--- config.mk ---
export PLATFORM = sky130hd
export DESIGN_NAME = inta_sequencer
export DESIGN_NICKNAME = d
export VERILOG_FILES = /design/src/rtl/inta_sequencer.sv
export SDC_FILE = /design/constraint.sdc
export NUM_CORES = 1
export LEC_CHECK = 0
export CORE_UTILIZATION = 30
export CTS_CLUSTER_DIAMETER = 50
export DETAILED_ROUTE_END_ITERATION = 8
export SKIP_CTS_REPAIR_TIMING = 1
export SYNTH_ARGS = -nofsm -noshare
export SYNTH_HDL_FRONTEND = slang
export SYNTH_SLANG_ARGS = --single-unit
--- constraint.sdc ---
create_clock -name clk -period 2.5 [get_ports clk]
set_input_delay 0.25 -clock clk [delete_from_list [all_inputs] [get_ports clk]]
set_output_delay 0.25 -clock clk [all_outputs]
set_load 0.02 [all_outputs]
--- src/rtl/inta_sequencer.sv ---
// inta_sequencer: CPU-side INT/INTA responder, captures the PIC vector byte.
// Optional EOI write after the ISR completes: define INTA_SEQ_EOI_EN.
module inta_sequencer #(
  parameter int PULSE_CYCLES = 2,
  parameter int GAP_CYCLES   = 2,
  parameter int SYNC_STAGES  = 2
) (
  input  logic       clk,
  input  logic       reset,
  input  logic       int_in,
  input  logic       if_enable,
  input  logic [7:0] data_in,
  input  logic       service_done,
  output logic       inta,
  output logic [7:0] vector,
  output logic       vector_valid,
  output logic       busy,
  output logic       eoi_wr,
  output logic [7:0] eoi_data
);

  localparam int MAXC = (PULSE_CYCLES > GAP_CYCLES) ?
                        PULSE_CYCLES : GAP_CYCLES;
  localparam int CW   = (MAXC > 1) ? $clog2(MAXC) : 1;

  localparam logic [CW-1:0] PULSE_LAST = CW'(PULSE_CYCLES - 1);
  localparam logic [CW-1:0] GAP_LAST   = CW'(GAP_CYCLES - 1);

  typedef enum logic [2:0] {
    S_IDLE,
    S_ACK1,
    S_GAP,
    S_ACK2,
    S_DELIVER,
    S_SERVICE
`ifdef INTA_SEQ_EOI_EN
    , S_EOI
`endif
  } state_t;

  state_t                 state_q;
  state_t                 state_d;
  logic [CW-1:0]          cnt_q;
  logic [CW-1:0]          cnt_d;
  logic [SYNC_STAGES-1:0] sync_q;
  logic                   int_sync;
  logic                   rearm_q;
  logic                   ack2_entry;

  assign int_sync   = sync_q[SYNC_STAGES-1];
  assign ack2_entry = (state_d == S_ACK2) && (state_q != S_ACK2);

  // INT input synchroniser chain
  always_ff @(posedge clk or posedge reset) begin
    if (reset) begin
      sync_q <= '0;
    end else begin
      sync_q[0] <= int_in;
      for (int i = 1; i < SYNC_STAGES; i++)
        sync_q[i] <= sync_q[i-1];
    end
  end

  // Next-state and phase counter decode
  always_comb begin
    state_d = state_q;
    cnt_d   = '0;
    unique case (state_q)
      S_IDLE: begin
        if (int_sync && if_enable && rearm_q)
          state_d = S_ACK1;
      end
      S_ACK1: begin
        if (cnt_q == PULSE_LAST) state_d = S_GAP;
        else                     cnt_d   = cnt_q + 1'b1;
      end
      S_GAP: begin
        if (cnt_q == GAP_LAST) state_d = S_ACK2;
        else                   cnt_d   = cnt_q + 1'b1;
      end
      S_ACK2: begin
        if (cnt_q == PULSE_LAST) state_d = S_DELIVER;
        else                     cnt_d   = cnt_q + 1'b1;
      end
      S_DELIVER: begin
        state_d = S_SERVICE;
      end
      S_SERVICE: begin
        if (service_done) begin
`ifdef INTA_SEQ_EOI_EN
          state_d = S_EOI;
`else
          state_d = S_IDLE;
`endif
        end
      end
`ifdef INTA_SEQ_EOI_EN
      S_EOI: begin
        state_d = S_IDLE;
      end
`endif
      default: begin
        state_d = S_IDLE;
      end
    endcase
  end

  // State, rearm guard and registered handshake outputs
  always_ff @(posedge clk or posedge reset) begin
    if (reset) begin
      state_q      <= S_IDLE;
      cnt_q        <= '0;
      rearm_q      <= 1'b1;
      inta         <= 1'b0;
      vector       <= 8'h00;
      vector_valid <= 1'b0;
      busy         <= 1'b0;
    end else begin
      state_q      <= state_d;
      cnt_q        <= cnt_d;
      if (!int_sync)
        rearm_q <= 1'b1;
      else if (ack2_entry)
        rearm_q <= 1'b0;
      inta         <= (state_d == S_ACK1) ||
                      (state_d == S_ACK2);
      vector_valid <= (state_d == S_DELIVER);
      busy         <= (state_d != S_IDLE);
      if ((state_q == S_ACK2) && (state_d == S_DELIVER))
        vector <= data_in;
    end
  end

`ifdef INTA_SEQ_EOI_EN
  // Non-specific EOI write toward the PIC
  always_ff @(posedge clk or posedge reset) begin
    if (reset) begin
      eoi_wr   <= 1'b0;
      eoi_data <= 8'h00;
    end else begin
      eoi_wr   <= (state_d == S_EOI);
      eoi_data <= (state_d == S_EOI) ? 8'h20 : 8'h00;
    end
  end
`else
  assign eoi_wr   = 1'b0;
  assign eoi_data = 8'h00;
`endif

endmodule

==> results.cfg, run 1 <==
[place]
gp_congestion = 0.832
port_buffers = 23
post-place-cells = 112
dpl_cell_area_um2 = 991
place_ws_ps = 1270
dp.final_hpwl_um = 837

[routing]
totalWireLength_um = 1160
vias = 490
drt_iter0_markers = 2
wl_per_cell_um = 9.99
viasPerCell = 4.22
dr.pass1.iters = 2
ant_nets = 0
drc = 0

[floorplanning]
die-area_um2 = 2820
initial_core_util_pct = 31.7
dieHeight_um = 53.1
fp.dieW_um = 53.1
ios = 33
coreArea_um2 = 2480
fp-row-count = 18

[logic_synthesis]
yosys.area.top_type = dfrtp_1
synth.most_common_cell = dfrtp_1
syn_inst = 63
synthArstFlopShare_pct = 100
synth_edf_count = 0
ys_types = 20
synth_common_cells = dfrtp_1, buf_4, mux2_2
syn_area_um2 = 785
synthFlopType = dfrtp_1
yosysSeqAreaShare_pct = 57.6
yosys_warnings = 0
synth-seq-cells = 18
synth_top_area_share_pct = 54.2
synth_area_leaders = dfrtp_1, mux2_2, buf_4
avgSynthCellArea_um2 = 12.5

[setup_path]
cp_top_family = buffers and inverters
path_class = reg2out
cp-end-kind = output pin
critPathRequiredTime_ps = 2250
startpoint_type = flip-flop
worst-path-buf-inv = 1
cpMaxStageDelayCell = clkdlybuf4s50_1
reg2reg_depth = 2
slowest_delay_ps = 610
path_max_fanout = 2
critPathArrivalTime_ps = 1260
path_cells = clkdlybuf4s50_1
cp_num_cells = 1

[finish]
stdcell_count = 116
design_area_um2 = 1030
fillers = 242
nNetsFinal = 100
syn_to_final_growth_pct = 30.9
drive_gt1_share_pct = 17.4
fin_util_pct = 41.5
antennaDiodeCount = 0

[grt]
grt_util_all_layers_pct = 9.61
grt_max_degree = 19
antenna_found_initial = 0
grt_pass1_vias = 420
grt_overflow_total = 0
grt_pass1_wl_um = 1840

[clocking]
htreeDepth = 1
clock_path_buffers = 2
cts_tree = done
cts_buffers = 3
cts.sinks = 18
path_clk_slew_ps = 100
clk_latency_ps = 280
root_buffer = clkbuf_4

[timing]
layout_min_cycle_time_ps = 1510
setup-tns-final_ps = 0
fin_hold_ws_ps = 352
grt_setup_unrepaired = false
worst_pin_slew_ps = 672
max_freq_mhz = 660
finalClockSkew_ps = 0.888
finalCritPeriodShare_pct = 60.6
setup_ws_ps = 985
hold_violations = 0
slew_headroom_pct = 55.2
setup_viol = 0
drv_slew = 0

[power_and_ir_drop]
p_per_area_nw_per_um2 = 1200
vdd.ir_drop.worst_mv = 0.453
leakage_nw = 0.468
power.total_mw = 1.24

[run_status]
status = finished, final reports clean

[job]
maxCapViolCount = 0

[min_path]
hold_path.class = in2async
[state kept, by name (all words and copies together) (netlist names)]
register and flops:
cnt_q 1, inta 1, vector 8, rearm_q 1, vector_valid 1, busy 1, sync_q 2, state_q 3
[per-layer routing]
metal | up-vias | wire (µm) | global-route usage, %
li1 | 236 | - | -
met1 | 233 | 535 | 11.4
met2 | 19 | 525 | 13.1
met3 | 2 | 70 | 3.45
met4 | 0 | 27 | 9.21
met5 | - | 0 | 0
[cell type report]
type,count,area [µm²],share of cell area [%]
inverter,2,7.51,0.731
multi-input combinational,39,264,25.7
sequential,18,452,44.0
clock buffer,4,36.3,3.53
tap,30,37.5,3.65
timing repair buffer,23,230,22.4
[layout by cell type (no fill, tap or decap), types with 2 or more instances in the layout]
cell type         n
clkdlybuf4s50_1  23
dfrtp_1          17
mux2_2            9
conb_1            9
nand2_1           6
nor2_1            4
clkbuf_4          3
a21oi_1           2
inv_1             2
[logic make-up after synthesis]
logic type	synth area share, %
multiplexers	12.9
other	0.478
AND/OR/NAND/NOR	12.1
buffers and inverters	12.6
AO/OA/AOI/OAI	3.19
XOR/XNOR	1.12
flip-flops	57.6
[report_power, final]
part	total, mW	internal [mW]	switching, mW
clock	0.177	0.0886	0.0879
combinational	0.528	0.292	0.236
sequential	0.531	0.418	0.114
total	1.24	0.798	0.438
[final timing paths]
| check | from | to | slack, ps |
|---|---|---|---|
| worst min-delay path | reset | state_q[0] | 350 |
| max in group asynchronous | reset | vector[1] | 1720 |
| min in group clk | sync_q[0] | sync_q[1] | 360 |
| worst max-delay path | vector[2] | vector[2] | 990 |
| worst min register to register | sync_q[0] | sync_q[1] | 360 |
| worst max register to register | state_q[2] | vector[5] | 1280 |
Power figures use the tool's default switching activity.
==> run 2, diff against run 1 <==
==> constraint.sdc (replaced) <==
create_clock -name clk -period 1.5 [get_ports clk]
set_input_delay 0.15 -clock clk [delete_from_list [all_inputs] [get_ports clk]]
set_output_delay 0.15 -clock clk [all_outputs]
set_load 0.02 [all_outputs]
==> run 2 against run 1 <==
Effect of this change:
- critical endpoint unchanged
- sequential power increased by 66%
- clock-buffer cell count unchanged
- combinational power increased by 69%
- non-clock buffer count increased by 1
- cell area increased by 0.73%
- global-route usage increased by 0.41 points
- largest cell class unchanged
- worst setup slack got worse by 910 ps
- die area unchanged
- via count decreased by 1.8%
- sequential cell count unchanged
==> results.cfg, run 2 (synthesis gave the netlist of run 1 again) <==
[routing]
drc = 0
dr.pass1.iters = 1
drt_iter0_markers = 0
viasPerCell = 4.11
ant_nets = 0
totalWireLength_um = 1170
vias = 481
wl_per_cell_um = 10.0

[floorplanning]
fp-row-count = 18
ios = 33
coreArea_um2 = 2480
initial_core_util_pct = 31.7
fp.dieW_um = 53.1
dieHeight_um = 53.1
die-area_um2 = 2820

[grt]
grt_util_all_layers_pct = 10.0
grt_overflow_total = 0
grt_max_degree = 19
antenna_found_initial = 0
grt_pass1_wl_um = 1900
grt_pass1_vias = 440

[finish]
layout_commonest_cell = clkdlybuf4s50_1
final_cell_mix = clkdlybuf4s50_1, dfrtp_1, mux2_2, conb_1, nand2_1
regMostFlops = vector
syn_to_final_growth_pct = 31.9
drive_gt1_share_pct = 18.4
reg_top3 = vector (8), state_q (3), sync_q (2)
antennaDiodeCount = 0
largest_register_ffs = 8
nNetsFinal = 101

[timing]
finalCritPeriodShare_pct = 94.7
setup-tns-final_ps = 0
finalClockSkew_ps = 11.4
grt_setup_unrepaired = false
max_freq_mhz = 704
layout_min_cycle_time_ps = 1420
drv_slew = 0
setup_viol = 0
setup_ws_ps = 79.2
hold_violations = 0

[place]
port_buffers = 23
gp_congestion = 0.775
place_ws_ps = 278
dp.final_hpwl_um = 881

[clocking]
cts_tree = done
cts_buffers = 3
htreeDepth = 1
root_buffer = clkbuf_4
cts.sinks = 18
clock_path_buffers = 2
clk_latency_ps = 290
path_clk_slew_ps = 110

[min_path]
hold_path.class = in2async

[run_status]
status = finished, final reports clean

[setup_path]
reg2reg_depth = 2
cp_num_cells = 1
cpMaxStageDelayCell = clkdlybuf4s50_1
path_class = reg2out
critPathRequiredTime_ps = 1350
path_max_fanout = 2
cp_top_family = buffers and inverters
path_cells = clkdlybuf4s50_1
worst-path-buf-inv = 1
critPathArrivalTime_ps = 1270
slowest_delay_ps = 610
cp-end-kind = output pin
startpoint_type = flip-flop

[power_and_ir_drop]
leakage_nw = 0.473
vdd.ir_drop.worst_mv = 0.822
p_per_area_nw_per_um2 = 2000

[job]
maxCapViolCount = 0
[run 2: cell types whose count changed in the layout (fill, tap and decap cells not counted)]
cell / delta
buf_4: +1
[run 2: path summary, 6_finish.rpt]
| kind | startpoint | end | slack (ps) |
|---|---|---|---|
| max | vector[2] | vector[2] | 80 |
| min | reset | sync_q[0] | 160 |
| max reg2reg | state_q[2] | vector[4] | 270 |
| min reg2reg | sync_q[0] | sync_q[1] | 360 |
| max in group asynchronous | reset | rearm_q | 1090 |
| min in group clk | int_in | sync_q[0] | 280 |
[run 2: tightest hold or removal path, cell delays in order]
cell and delay [ps]:
clkdlybuf4s50_1 390, inv_1 50, buf_4 240
[run 2: cell type report]
class / count / area (µm²)
clock buffer: 4 / 36.3
fill: 256 / 1440
inverter: 2 / 7.51
multi-input combinational: 39 / 264
sequential: 18 / 452
tap: 30 / 37.5
timing repair buffer: 24 / 238
[run 2: report_power, final]
| part | internal [mW] | leakage (nW) | switching (mW) |
|---|---|---|---|
| Sequential | 0.696 | 0.214 | 0.186 |
| Combinational | 0.488 | 0.237 | 0.402 |
| Clock | 0.148 | 0.0210 | 0.145 |
[run 2: metrics by stage]
step                      hold WS [ps]  total power, mW  instances  instance area (µm²)  util (%)
after floorplan                   87.8             1.47         71                  815         -
after global placement             334             1.78        113                  998      40.3
after detailed placement           335             1.79        113                  998      40.3
after CTS                          171             2.08        117                 1030      41.8
after global routing               197             2.21        117                 1030      41.8
final                              155             2.06        117                 1030      41.8
[run 2: routing by layer]
metal | routed length (µm) | vias up | GRT usage [%]
met5 | 0 | - | 0
met4 | 27 | 0 | 7.89
li1 | - | 239 | -
met3 | 77 | 2 | 3.16
met2 | 536 | 19 | 14.6
met1 | 529 | 221 | 12.0
==> run 3, diff against run 2 <==
--- a/config.mk
+++ b/config.mk
@@ -5,10 +5,11 @@
 export SDC_FILE = /design/constraint.sdc
 export NUM_CORES = 1
 export LEC_CHECK = 0
-export CORE_UTILIZATION = 30
+export CAP_MARGIN = 20
+export CORE_UTILIZATION = 41
 export CTS_CLUSTER_DIAMETER = 50
 export DETAILED_ROUTE_END_ITERATION = 8
-export SKIP_CTS_REPAIR_TIMING = 1
+export PLACE_DENSITY = 0.78
 export SYNTH_ARGS = -nofsm -noshare
 export SYNTH_HDL_FRONTEND = slang
 export SYNTH_SLANG_ARGS = --single-unit
==> run 3 against run 2 <==
Effect of this change:
- die area decreased by 26%
- worst hold slack improved by 42 ps
- critical path depth unchanged
- power about the same
- utilization increased by 17 points
- non-clock buffer count unchanged
- sequential power about the same
- clock power decreased by 3%
- clock skew decreased by 11 ps
- critical path type unchanged
- highest routed layer unchanged
==> results.cfg, run 3 (synthesis gave the netlist of run 1 again) <==
[clocking]
cts.sinks = 18
cts-hold-fix-buffers = 0
path_clk_slew_ps = 90
htreeDepth = 1
clk_latency_ps = 280
cts_tree = done
root_buffer = clkbuf_4
postCtsSetupBuffers = 0
ctsResizeCount = 0
clock_path_buffers = 2
cts_buffers = 3

[finish]
layout_commonest_cell = clkdlybuf4s50_1
antennaDiodeCount = 0
fin_util_pct = 58.3
regMostFlops = vector
largest_register_ffs = 8
reg_top3 = vector (8), state_q (3), sync_q (2)
nNetsFinal = 101
final_cell_mix = clkdlybuf4s50_1, dfrtp_1, mux2_2, conb_1, nand2_1
syn_to_final_growth_pct = 31.1
design_area_um2 = 1030
drive_gt1_share_pct = 18.4

[routing]
totalWireLength_um = 1180
drt_iter0_markers = 6
ant_nets = 0
vias = 505
viasPerCell = 4.51
wl_per_cell_um = 10.5
dr.pass1.iters = 4
drc = 0

[setup_path]
cp_top_family = buffers and inverters
path_max_fanout = 2
path_cells = clkdlybuf4s50_1
worst-path-buf-inv = 1
path_class = reg2out
startpoint_type = flip-flop
cp_num_cells = 1
critPathRequiredTime_ps = 1350
reg2reg_depth = 2
slowest_delay_ps = 600
cpMaxStageDelayCell = clkdlybuf4s50_1
critPathArrivalTime_ps = 1250
reg2reg_slack_ps = 250
r2r-end = vector[4]
r2r_start = state_q[2]
cp-end-kind = output pin

[timing]
setup-tns-final_ps = 0
finalCritPeriodShare_pct = 93.1
hold_violations = 0
max_freq_mhz = 716
finalClockSkew_ps = 0.438
drv_slew = 0
layout_min_cycle_time_ps = 1400
setup_viol = 0
grt_setup_unrepaired = false

[power_and_ir_drop]
clkPwrFrac_pct = 13.6
pwr-share-comb_pct = 43.6
sw_frac_of_total_pct = 35.5
power_switching_mw = 0.733
vdd.ir_drop.worst_mv = 1.04
leakage_nw = 0.473
p_per_area_nw_per_um2 = 2010
seqPwrFrac_pct = 42.7
p_int_mw = 1.33

[floorplanning]
coreArea_um2 = 1760
fp-row-count = 15
fp.dieW_um = 45.7
die-area_um2 = 2090
initial_core_util_pct = 44.5
ios = 33
dieHeight_um = 45.7

[run_status]
status = finished, final reports clean

[job]
maxCapViolCount = 0

[grt]
grt_pass1_wl_um = 1880
grt_max_degree = 19
antenna_found_initial = 0
grt_pass1_vias = 418
grt_util_all_layers_pct = 13.2
grt_overflow_total = 0

[place]
dpl_cell_area_um2 = 992
dp.final_hpwl_um = 880
port_buffers = 23
gp_congestion = 0.698

[min_path]
hold_path.class = in2async
run 3: layout make-up:
type | count | area, µm²
Timing Repair Buffer | 24 | 238
Tap cell | 25 | 31.3
Inverter | 2 | 7.51
Sequential cell | 18 | 452
Multi-Input combinational cell | 39 | 264
Fill cell | 161 | 736
Clock buffer | 4 | 36.3
run 3: metrics by stage:
step | cells | total power, mW | setup WS [ps] | hold WS [ps]
6_report | 112 | 2.07 | 104 | 197
5_1_grt | 112 | 2.21 | 34.4 | 200
4_1_cts | 112 | 2.09 | 82.4 | 196
3_3_place_gp | 108 | 1.77 | 310 | 333
2_1_floorplan | 71 | 1.47 | 367 | 87.8
3_5_place_dp | 108 | 1.80 | 274 | 337
run 3: routing by layer:
layer	routed length [µm]	part of all wire [%]	global-route usage, %
met1	518	44	17.2
met2	573	49	20.0
met3	64	5.4	4.76
met5	0	0	0
met4	19	1.6	5.29
run 3: how the worst max path moves through the flow:
stage                          start        end  slack, ps
after detailed placement  state_q[2]  vector[4]        270
after global routing       vector[7]  vector[7]         30
after CTS                  vector[7]  vector[7]         80
after floorplan           state_q[2]  vector[0]        370
final                      vector[5]  vector[5]        100
after global placement    state_q[2]  vector[6]        310
run 3: power groups by stage:
stage,clock network (mW),logic (mW),registers (mW)
after CTS,0.294,0.910,0.884
after global routing,0.317,0.983,0.912
final,0.282,0.902,0.882
after floorplan,0,0.499,0.974
after global placement,0,0.887,0.885
after detailed placement,0,0.904,0.893
run 3: worst reg2reg max path, stage by stage (launching register included):
cell,delay (ps)
dfrtp_1,500
nand4b_4,280
mux2_2,360
